[config.mk]
export PLATFORM = sky130hd
export DESIGN_NAME = tone_sequencer_flat
export DESIGN_NICKNAME = d
export VERILOG_FILES = /design/src/rtl/tone_sequencer_if.sv /design/src/rtl/tone_sequencer.sv /design/src/flat_wrapper.sv
export SDC_FILE = /design/constraint.sdc
export NUM_CORES = 1
export LEC_CHECK = 0
export ABC_AREA = 1
export BUFFER_PORTS_ARGS = -buffer_cell sky130_fd_sc_hd__buf_4
export CORE_AREA = 2 2 107 109
export DETAILED_ROUTE_END_ITERATION = 16
export DIE_AREA = 0 0 109 111
export PLACE_DENSITY = 0.8
export SYNTH_ARGS = -nofsm -noshare
export SYNTH_HDL_FRONTEND = slang
export SYNTH_SLANG_ARGS = --single-unit
[constraint.sdc]
create_clock -name CLK100MHZ -period 2.5 [get_ports CLK100MHZ]
set_clock_uncertainty 0.2 [all_clocks]
set_input_delay 0.375 -clock CLK100MHZ [delete_from_list [all_inputs] [get_ports CLK100MHZ]]
set_output_delay 0.375 -clock CLK100MHZ [all_outputs]
set_load 0.01 [all_outputs]
[src/rtl/tone_sequencer_if.sv]
// Control, melody-ROM and audio-level signals between the tone sequencer and its host.
// slave is the sequencer's view; master is the view of whatever drives play/stop and serves the ROM.
interface tone_sequencer_if;
  logic        play;
  logic        stop;
  logic        loop;
  logic [3:0]  rom_addr;
  logic [7:0]  rom_data;
  logic [16:0] level;
  logic [3:0]  note_idx;
  logic        busy;
  logic        done;

  modport master (
    output play, stop, loop, rom_data,
    input  rom_addr, level, note_idx, busy, done
  );

  modport slave (
    input  play, stop, loop, rom_data,
    output rom_addr, level, note_idx, busy, done
  );
endinterface

[src/rtl/tone_sequencer.sv]
// Walks a 16-entry melody ROM, producing an enveloped square wave per entry for the PWM stage.
// Entry format: [7:4] note (1..12 tones, others rest), [3:0] duration in ticks (0 = end marker).
module tone_sequencer #(
  parameter int unsigned CLK_HZ      = 100000000,
  parameter int unsigned TICK_CYCLES = CLK_HZ / 16,
  parameter logic [16:0] AMP_MAX     = 17'h10000,
  parameter logic [16:0] DECAY_STEP  = 17'h01000
) (
  input logic             CLK100MHZ,
  input logic             reset,
  tone_sequencer_if.slave sif
);

  localparam int TW = (TICK_CYCLES > 1) ? $clog2(TICK_CYCLES) : 1;
  localparam logic [TW-1:0] TICK_LAST = TW'(TICK_CYCLES - 1);

  typedef enum logic [1:0] {IDLE, FETCH, PLAY} state_t;

  // Half-period in clock cycles; rests get 1 so the phase counter stays well defined.
  function automatic logic [16:0] half_of(input int n);
    int unsigned f;
    case (n)
      1:       f = 440;
      2:       f = 466;
      3:       f = 494;
      4:       f = 523;
      5:       f = 554;
      6:       f = 587;
      7:       f = 622;
      8:       f = 659;
      9:       f = 698;
      10:      f = 740;
      11:      f = 784;
      12:      f = 831;
      default: f = 0;
    endcase
    if (f == 0 || CLK_HZ < 2 * f) return 17'd1;
    return 17'(CLK_HZ / (2 * f));
  endfunction

  function automatic logic is_tone(input logic [3:0] n);
    return (n >= 4'd1) && (n <= 4'd12);
  endfunction

  logic [16:0] half_lut [16];

  for (genvar gi = 0; gi < 16; gi++) begin : g_half
    localparam logic [16:0] HALF = half_of(gi);
    assign half_lut[gi] = HALF;
  end

  state_t        state_reg, state_next;
  logic [3:0]    rom_addr_reg, rom_addr_next;
  logic [16:0]   level_reg, level_next;
  logic [3:0]    note_idx_reg, note_idx_next;
  logic          busy_reg, busy_next;
  logic          done_reg, done_next;
  logic [16:0]   amp_reg, amp_next;
  logic [16:0]   half_cnt_reg, half_cnt_next;
  logic [TW-1:0] tick_cnt_reg, tick_cnt_next;
  logic [3:0]    dur_cnt_reg, dur_cnt_next;
  logic          phase_reg, phase_next;
  logic          wrap_reg, wrap_next;

  logic [3:0]  rom_note;
  logic [3:0]  rom_dur;
  logic        fetch_end;
  logic        tick;
  logic        note_end;
  logic [16:0] amp_dec;

  assign rom_note  = sif.rom_data[7:4];
  assign rom_dur   = sif.rom_data[3:0];
  // wrap_reg marks that the previous note was the one at address 15
  assign fetch_end = (rom_dur == 4'd0) || wrap_reg;
  assign tick      = (tick_cnt_reg == '0);
  assign note_end  = tick && (dur_cnt_reg == 4'd1);
  assign amp_dec   = (amp_reg > DECAY_STEP) ? (amp_reg - DECAY_STEP) : 17'd0;

  always_ff @(posedge CLK100MHZ) begin
    if (reset) begin
      state_reg    <= IDLE;
      rom_addr_reg <= '0;
      level_reg    <= '0;
      note_idx_reg <= '0;
      busy_reg     <= 1'b0;
      done_reg     <= 1'b0;
      amp_reg      <= '0;
      half_cnt_reg <= '0;
      tick_cnt_reg <= '0;
      dur_cnt_reg  <= '0;
      phase_reg    <= 1'b0;
      wrap_reg     <= 1'b0;
    end else begin
      state_reg    <= state_next;
      rom_addr_reg <= rom_addr_next;
      level_reg    <= level_next;
      note_idx_reg <= note_idx_next;
      busy_reg     <= busy_next;
      done_reg     <= done_next;
      amp_reg      <= amp_next;
      half_cnt_reg <= half_cnt_next;
      tick_cnt_reg <= tick_cnt_next;
      dur_cnt_reg  <= dur_cnt_next;
      phase_reg    <= phase_next;
      wrap_reg     <= wrap_next;
    end
  end

  always_comb begin
    state_next = state_reg;
    if (sif.stop) begin
      state_next = IDLE;
    end else begin
      case (state_reg)
        IDLE:    if (sif.play) state_next = FETCH;
        FETCH:   if (fetch_end) state_next = sif.loop ? FETCH : IDLE;
                 else           state_next = PLAY;
        PLAY:    if (note_end) state_next = FETCH;
        default: state_next = IDLE;
      endcase
    end
  end

  // level is computed from next-cycle phase/amp so the registered word lines up with the phase
  always_comb begin
    rom_addr_next = rom_addr_reg;
    level_next    = '0;
    note_idx_next = note_idx_reg;
    done_next     = 1'b0;
    amp_next      = amp_reg;
    half_cnt_next = half_cnt_reg;
    tick_cnt_next = tick_cnt_reg;
    dur_cnt_next  = dur_cnt_reg;
    phase_next    = phase_reg;
    wrap_next     = wrap_reg;

    case (state_reg)
      IDLE: begin
        note_idx_next = '0;
        wrap_next     = 1'b0;
        if (sif.play) rom_addr_next = '0;
      end
      FETCH: begin
        if (fetch_end) begin
          wrap_next = 1'b0;
          if (sif.loop) begin
            rom_addr_next = '0;
          end else begin
            done_next     = 1'b1;
            note_idx_next = '0;
          end
        end else begin
          note_idx_next = rom_note;
          dur_cnt_next  = rom_dur;
          amp_next      = AMP_MAX;
          phase_next    = 1'b1;
          half_cnt_next = half_lut[rom_note] - 17'd1;
          tick_cnt_next = TICK_LAST;
          level_next    = is_tone(rom_note) ? AMP_MAX : 17'd0;
        end
      end
      PLAY: begin
        if (half_cnt_reg == '0) begin
          half_cnt_next = half_lut[note_idx_reg] - 17'd1;
          phase_next    = ~phase_reg;
        end else begin
          half_cnt_next = half_cnt_reg - 17'd1;
        end
        if (tick) begin
          tick_cnt_next = TICK_LAST;
          amp_next      = amp_dec;
          dur_cnt_next  = dur_cnt_reg - 4'd1;
        end else begin
          tick_cnt_next = tick_cnt_reg - TW'(1);
        end
        if (note_end) begin
          rom_addr_next = rom_addr_reg + 4'd1;
          wrap_next     = (rom_addr_reg == 4'd15);
        end else begin
          level_next = (phase_next && is_tone(note_idx_reg)) ? amp_next : 17'd0;
        end
      end
      default: ;
    endcase

    if (sif.stop) begin
      rom_addr_next = rom_addr_reg;
      level_next    = '0;
      note_idx_next = '0;
      done_next     = 1'b0;
      wrap_next     = 1'b0;
    end

    busy_next = (state_next != IDLE);
  end

  assign sif.rom_addr = rom_addr_reg;
  assign sif.level    = level_reg;
  assign sif.note_idx = note_idx_reg;
  assign sif.busy     = busy_reg;
  assign sif.done     = done_reg;

endmodule

[src/flat_wrapper.sv]
// flat-port wrapper written by rule: the top's interface ports become plain ports
module tone_sequencer_flat 
#(
  parameter int unsigned CLK_HZ      = 100000000,
  parameter int unsigned TICK_CYCLES = CLK_HZ / 16,
  parameter logic [16:0] AMP_MAX     = 17'h10000,
  parameter logic [16:0] DECAY_STEP  = 17'h01000
)
  (CLK100MHZ, reset, sif_play, sif_stop, sif_loop, sif_rom_data, sif_rom_addr, sif_level, sif_note_idx, sif_busy, sif_done);
  tone_sequencer_if sif_i ();
  input logic CLK100MHZ;
  input logic reset;
  input wire logic [$bits(sif_i.play)-1:0] sif_play;
  input wire logic [$bits(sif_i.stop)-1:0] sif_stop;
  input wire logic [$bits(sif_i.loop)-1:0] sif_loop;
  input wire logic [$bits(sif_i.rom_data)-1:0] sif_rom_data;
  output wire logic [$bits(sif_i.rom_addr)-1:0] sif_rom_addr;
  output wire logic [$bits(sif_i.level)-1:0] sif_level;
  output wire logic [$bits(sif_i.note_idx)-1:0] sif_note_idx;
  output wire logic [$bits(sif_i.busy)-1:0] sif_busy;
  output wire logic [$bits(sif_i.done)-1:0] sif_done;
  assign sif_i.play = sif_play;
  assign sif_i.stop = sif_stop;
  assign sif_i.loop = sif_loop;
  assign sif_i.rom_data = sif_rom_data;
  assign sif_rom_addr = sif_i.rom_addr;
  assign sif_level = sif_i.level;
  assign sif_note_idx = sif_i.note_idx;
  assign sif_busy = sif_i.busy;
  assign sif_done = sif_i.done;
  tone_sequencer #(.CLK_HZ(CLK_HZ), .TICK_CYCLES(TICK_CYCLES), .AMP_MAX(AMP_MAX), .DECAY_STEP(DECAY_STEP)) u_core (.CLK100MHZ(CLK100MHZ), .reset(reset), .sif(sif_i));
endmodule
### After elaboration in Yosys (flattened, before gate mapping)

Memory sizes are Yosys's and may differ from the RTL's.
Cells that the tools add are included.

* output and inout bits: 27
* bits in latches: 0
* bits in read-only memories: 544
* memory bits (writable): 0
* word-level logic and storage cells: 109
* input port bits: 13
* memories kept: 2
* register bits: 92

* muxes and demuxes: 44
* magnitude comparators: 7
* add/sub/neg operators: 7
* bitwise gates (word level): 6
* multipliers: 0
* reduce and logical (&&, ||, !) cells: 20
* shift operators: 0
* divide/modulo/power cells: 0
* eq/ne operators: 11

Memory list
* (name not given): words 16, width 17, rd ports 1, clocked after Yosys merged registers in 0, write ports 0, line tone_sequencer.sv:158 `half_cnt_next = half_lut[rom_note] - 17'd1;`
* (name not given): words 16, width 17, rd ports 1, clocked after Yosys merged registers in 0, write ports 0, line tone_sequencer.sv:165 `half_cnt_next = half_lut[note_idx_reg] - 17'd1;`

Operators with widths (count)
* $mux 17: 13
* $pmux 17 s2: 3
* $sub 17x1->17 const B: 3
* $mux 23: 2
* $pmux 23 s2: 1
* $mux 4: 8
* $logic_not 23->1: 1
* $sub 23x1->23 const B: 1
* $gt 17x13->1 const B: 1
* $logic_not 17->1: 1
* $sub 17x13->17 const B: 1
* $pmux 4 s2: 2
* $pmux 4 s3: 1
* $ge 5x5->1 const B: 2
* $not 4->5: 2
* $ge 4x1->1 const B: 2
* $le 4x4->1 const B: 2
* $mux 2: 4
* $mux 1: 7
* $ne 2x1->1 const B: 3
* $ne 2x2->1 const B: 3
* $pmux 2 s3: 1
* $reduce_and 3->1: 2
* $reduce_and 6->1: 1
* other kinds (19): 28

### Longest topological paths before layout

* depth after elaboration: 7
* gate-level depth with buffers: 19
* mapped depth without buffers: 19

### Least setup slack after synthesis

No wires, ideal clock.

* kind: register to register
* start: register u_core.note_idx_reg[0] (netlist: u_core.sif.note_idx[0])
* end: register u_core.half_cnt_reg[16]
* library setup time: 0.109 ns
* data required time: 2.191 ns
* arrival: 2.128 ns
* path buffers: 0
* slack: 0.064 ns
* cell stages (with the launch flop): 20
* cell sequence: dfxtp_1 > inv_1 > ha_1 > nand2_1 > nand2_1 > nand2_1 > nand3_1 > nand3_1 > nand2_1 > nand2_1 > ha_1 > nand2_2 > nor2_2 > inv_2 > nor2_4 > nand2_1 > nand2_1 > nand3_1 > nand2_1 > inv_1

* word-level cells in the longest chain between the ends: 7

RTL lines
* start: declaration: line tone_sequencer.sv:55 `logic [3:0] note_idx_reg, note_idx_next;`
* start signal: assignment: line tone_sequencer.sv:98 `note_idx_reg <= note_idx_next;`
* $not 4->5 (implied by the code): line tone_sequencer.sv:165
* $mem_v2 16x17
* $mux 17 (implied by the code) (2 in a row): line tone_sequencer.sv:165
* $sub 17x1->17: line tone_sequencer.sv:165
* $mux 17: line tone_sequencer.sv:164 `if (half_cnt_reg == '0) begin`
* $pmux 17 s2: line tone_sequencer.sv:138 `case (state_reg)`
* end signal: assignment: line tone_sequencer.sv:102 `half_cnt_reg <= half_cnt_next;`
* end: declaration: line tone_sequencer.sv:59 `logic [16:0] half_cnt_reg, half_cnt_next;`

No other way between the ends. The select of a mux whose other input is x is not followed.
A chain may end at the register's enable or synchronous reset.

### Final worst setup path

* start: register u_core.state_reg[0]
* end: register u_core.tick_cnt_reg[15]

* word-level cells in the longest chain between the ends: 3
* elaborated cells on any way between the ends: 6

RTL lines
* start: declaration: line tone_sequencer.sv:52 `state_t state_reg, state_next;`
* start signal: assignment: line tone_sequencer.sv:95 `state_reg <= state_next;`
* $eq 2x1->1 / $eq 2x2->1 (equally long branches): line tone_sequencer.sv:138
* $ne 2x2->1 (no line) / $reduce_bool 2->1 (equally long branches)
* $reduce_and 2->1 (no line)
* end signal: assignment: line tone_sequencer.sv:103 `tick_cnt_reg <= tick_cnt_next;`
* end: declaration: line tone_sequencer.sv:60 `logic [TW-1:0] tick_cnt_reg, tick_cnt_next;`

Parallel ways exist; a longest one is shown, timed or not.

==> out/qor.yml <==
die:
  die_w_um: 109
  core_um2: 11100
  ioPinCount: 40
  std_cell_rows: 39
  die_h_um: 111
  dieArea_um2: 12100
  start_util: 0.531
routing:
  met2_length_um: 7030
  wl_per_cell_um: 13.3
  wl_met1_um: 6520
  wirelength_um: 14800
  via_per_inst: 5.32
  drt_first_iter_violations: 419
  drc_errors: 0
  num_vias: 5945
  top_layer: "met4"
  dr.pass1.iters: 6
  wl_met3_um: 890
  postRouteAntennaNets: 0
timing:
  finalMaxSlewViolations: 0
  hold_viol: 0
  grt_setup_unrepaired: "true"
  slew_headroom: 0.551
  tightest_slew_ps: 670
  finalCriticalPeriod_ps: 2360
  finalSetupViolations: 0
  fmax_mhz: 424
  tns_ps: 0
  finalCritPeriodShare: 0.943
finish:
  largest_register_ffs: 23
  fill_cells: 985
  nets: 1003
  areaGrowthSynthToFinish_pct: 17.9
  antenna_cells: 0
  layoutNonFillerInstCount: 1117
  layout-drive-gt1-share: 0.197
setup_path:
  path_cells: "inv_1 -> ha_1 -> inv_4 -> buf_4 -> o21ai_2 -> nand2_1 -> nor2_2 -> inv_2 -> nor2_2 -> nand3_1 -> o21bai_1 -> a21oi_1"
  cpMaxStageDelayCell: "dfxtp_1"
  critPathMaxStageDelay_ps: 320
  crit_type: "reg2reg"
  critPathArrivalTime_ps: 2400
  cp_common_cell: "nor2_2"
  required_ps: 2540
  end_kind: "flip-flop"
  start_kind: "flip-flop"
  worstRegToRegCells: 12
  cp_max_fo: 16
clock_network:
  cts_sinks: 92
  clock_path_buffers: 2
  clkLatencyLatePin_ps: 350
  cts_tree: "done"
  clk_pin_slew_ps: 70
  cts-buffers-inserted: 9
  cts_max_level: 3
  clock-root-buffer: "clkbuf_16"
yosys:
  synth_seq_area_share: 0.313
  syn_area_um2: 5880
  syn_inst: 910
  synth.avg_cell_area_um2: 6.46
  syn_nets: 944
  synth_cell_types: 45
  yosysWarnings: 0
  synth_seq_cells: 92
power:
  leakage_nw: 3.31
  vdd_drop_max_mv: 0.521
  power.density_nw_per_um2: 577
placement:
  place_inst: 1097
  routabilityCongestion: 0.996
  io_buffers: 39
  dp_hpwl_um: 10800
grt:
  grt_pass1_vias: 5424
  grt_first_pass_wirelength_um: 24700
  grt_max_degree: 32
  gr-usage-all-layers: 0.249
  overflow: 0
  antenna_found_initial: 0
hold_path:
  min_path_type: "in2reg"
  worstHoldPathCells: 2
job:
  cap_violations: 0
status:
  status: "complete, no violations"
[cells by family (layout without fill, tap and decap cells)]
family,after synthesis,in the layout,share of synthesized area
and+or+nand+nor,496,496,0.394
buffers and inverters,166,230,0.115
AOI/OAI and AO/OA,127,127,0.122
DFF,92,92,0.313
adders and majority gates,21,21,0.0447
xor gates and xnor gates,8,8,0.0119
[stage by stage]
step / hold slack (ps) / instance area, um2 / util / power (mW) / worst slack [ps]
4_1_cts: 24.9 / 6760 / 0.610 / 3.96 / 5.83
3_3_place_gp: 248 / 6450 / 0.583 / 2.57 / 20.8
5_1_grt: 22.5 / 6930 / 0.626 / 4.20 / -34.6
3_5_place_dp: 247 / 6450 / 0.583 / 2.58 / -26.5
2_1_floorplan: 234 / 5880 / - / 2.35 / 63.5
6_report: 23.6 / 6930 / 0.626 / 4.00 / 143
[final timing paths]
kind / startpoint / endpoint / slack, ps
worst max-delay path: u_core.state_reg[0]$_SDFF_PP0_ / u_core.tick_cnt_reg[15]$_SDFFE_PP0P_ / 140
worst min-delay path: sif_loop / u_core.sif.done$_SDFF_PP0_ / 20
worst max register to register: u_core.state_reg[0]$_SDFF_PP0_ / u_core.tick_cnt_reg[15]$_SDFFE_PP0P_ / 140
worst min register to register: u_core.amp_reg[2]$_SDFFE_PP0P_ / u_core.amp_reg[2]$_SDFFE_PP0P_ / 260
[where the power goes]
part	switching [mW]	leakage, nW	internal [mW]
sequential	0.0631	0.749	1.53
clock	0.675	0.145	0.710
combinational	0.662	2.42	0.359
[cell usage after synthesis, drive strengths merged]
cell type,number,area (um2)
buf,19,124
nand4,13,87.6
a31oi,10,62.6
o21bai,5,37.5
xor2,7,61.3
o21ai,63,319
a22oi,1,7.51
dfxtp,92,1840
o32ai,1,8.76
or2,7,46.3
nor2,132,658
inv,137,514
a21oi,34,178
o21a,3,22.5
o211ai,6,45.0
nor3,25,130
nand3,77,405
xnor2,1,8.76
ha,21,263
clkbuf,9,33.8
o221ai,3,26.3
nand2,233,907
o31ai,1,7.51
clkinv,1,3.75
nor4,3,25.0
nor3b,1,18.8
and3,2,12.5
nand3b,3,22.5
[metal layers]
layer | up-vias | track usage
met3 | 44 | 0.0412
met2 | 203 | 0.409
met5 | - | 0
met4 | 0 | 0.0812
met1 | 2673 | 0.331
li1 | 3025 | -
[layout by cell type, fill, tap and decap left out, types with 3 or more instances in the layout]
| cell type | count |
|---|---|
| a21oi_1 | 31 |
| o21ai_0 | 51 |
| nand3b_1 | 3 |
| ha_1 | 15 |
| o221ai_1 | 3 |
| o21ai_1 | 10 |
| nand4_1 | 12 |
| dfxtp_1 | 89 |
| nand2_2 | 15 |
| nand3_1 | 70 |
| or2_2 | 4 |
| nor2_4 | 21 |
| xor2_1 | 7 |
| clkbuf_16 | 9 |
| inv_2 | 11 |
| ha_2 | 4 |
| nand2_4 | 3 |
| a31oi_1 | 10 |
| inv_4 | 3 |
| o21bai_1 | 5 |
| nor3_1 | 24 |
| nor2_2 | 17 |
| o21a_1 | 3 |
| nor2_1 | 94 |
| a21oi_2 | 3 |
| nand2_1 | 215 |
| inv_1 | 123 |
| o211ai_1 | 6 |
| nand3_2 | 7 |
| buf_4 | 73 |
[cell type report]
class	count	area [um2]	area share
Timing Repair Buffer	76	591	0.0852
Clock buffer	9	225	0.0325
Clock inverter	7	80.1	0.0116
Multi-Input combinational cell	652	3480	0.503
Inverter	138	526	0.0758
Sequential cell	92	1850	0.267
Tap cell	143	179	0.0258
[critical path: cells and delay by family (launching register included)]
kind | cells | cell delay, ps
and+or+nand+nor | 4 | 540
AOI/OAI and AO/OA | 3 | 500
buffers and inverters | 4 | 450
DFF | 1 | 320
adders and majority gates | 1 | 230
[repair_timing]
item,in CTS,in global routing
setup buffers,0,4
endpoints found under the setup margin,0,23
resized for setup,0,45
hold endpoints to repair,0,0
hold buffers,0,0
Note: power is estimated with default switching activity, not from simulation.
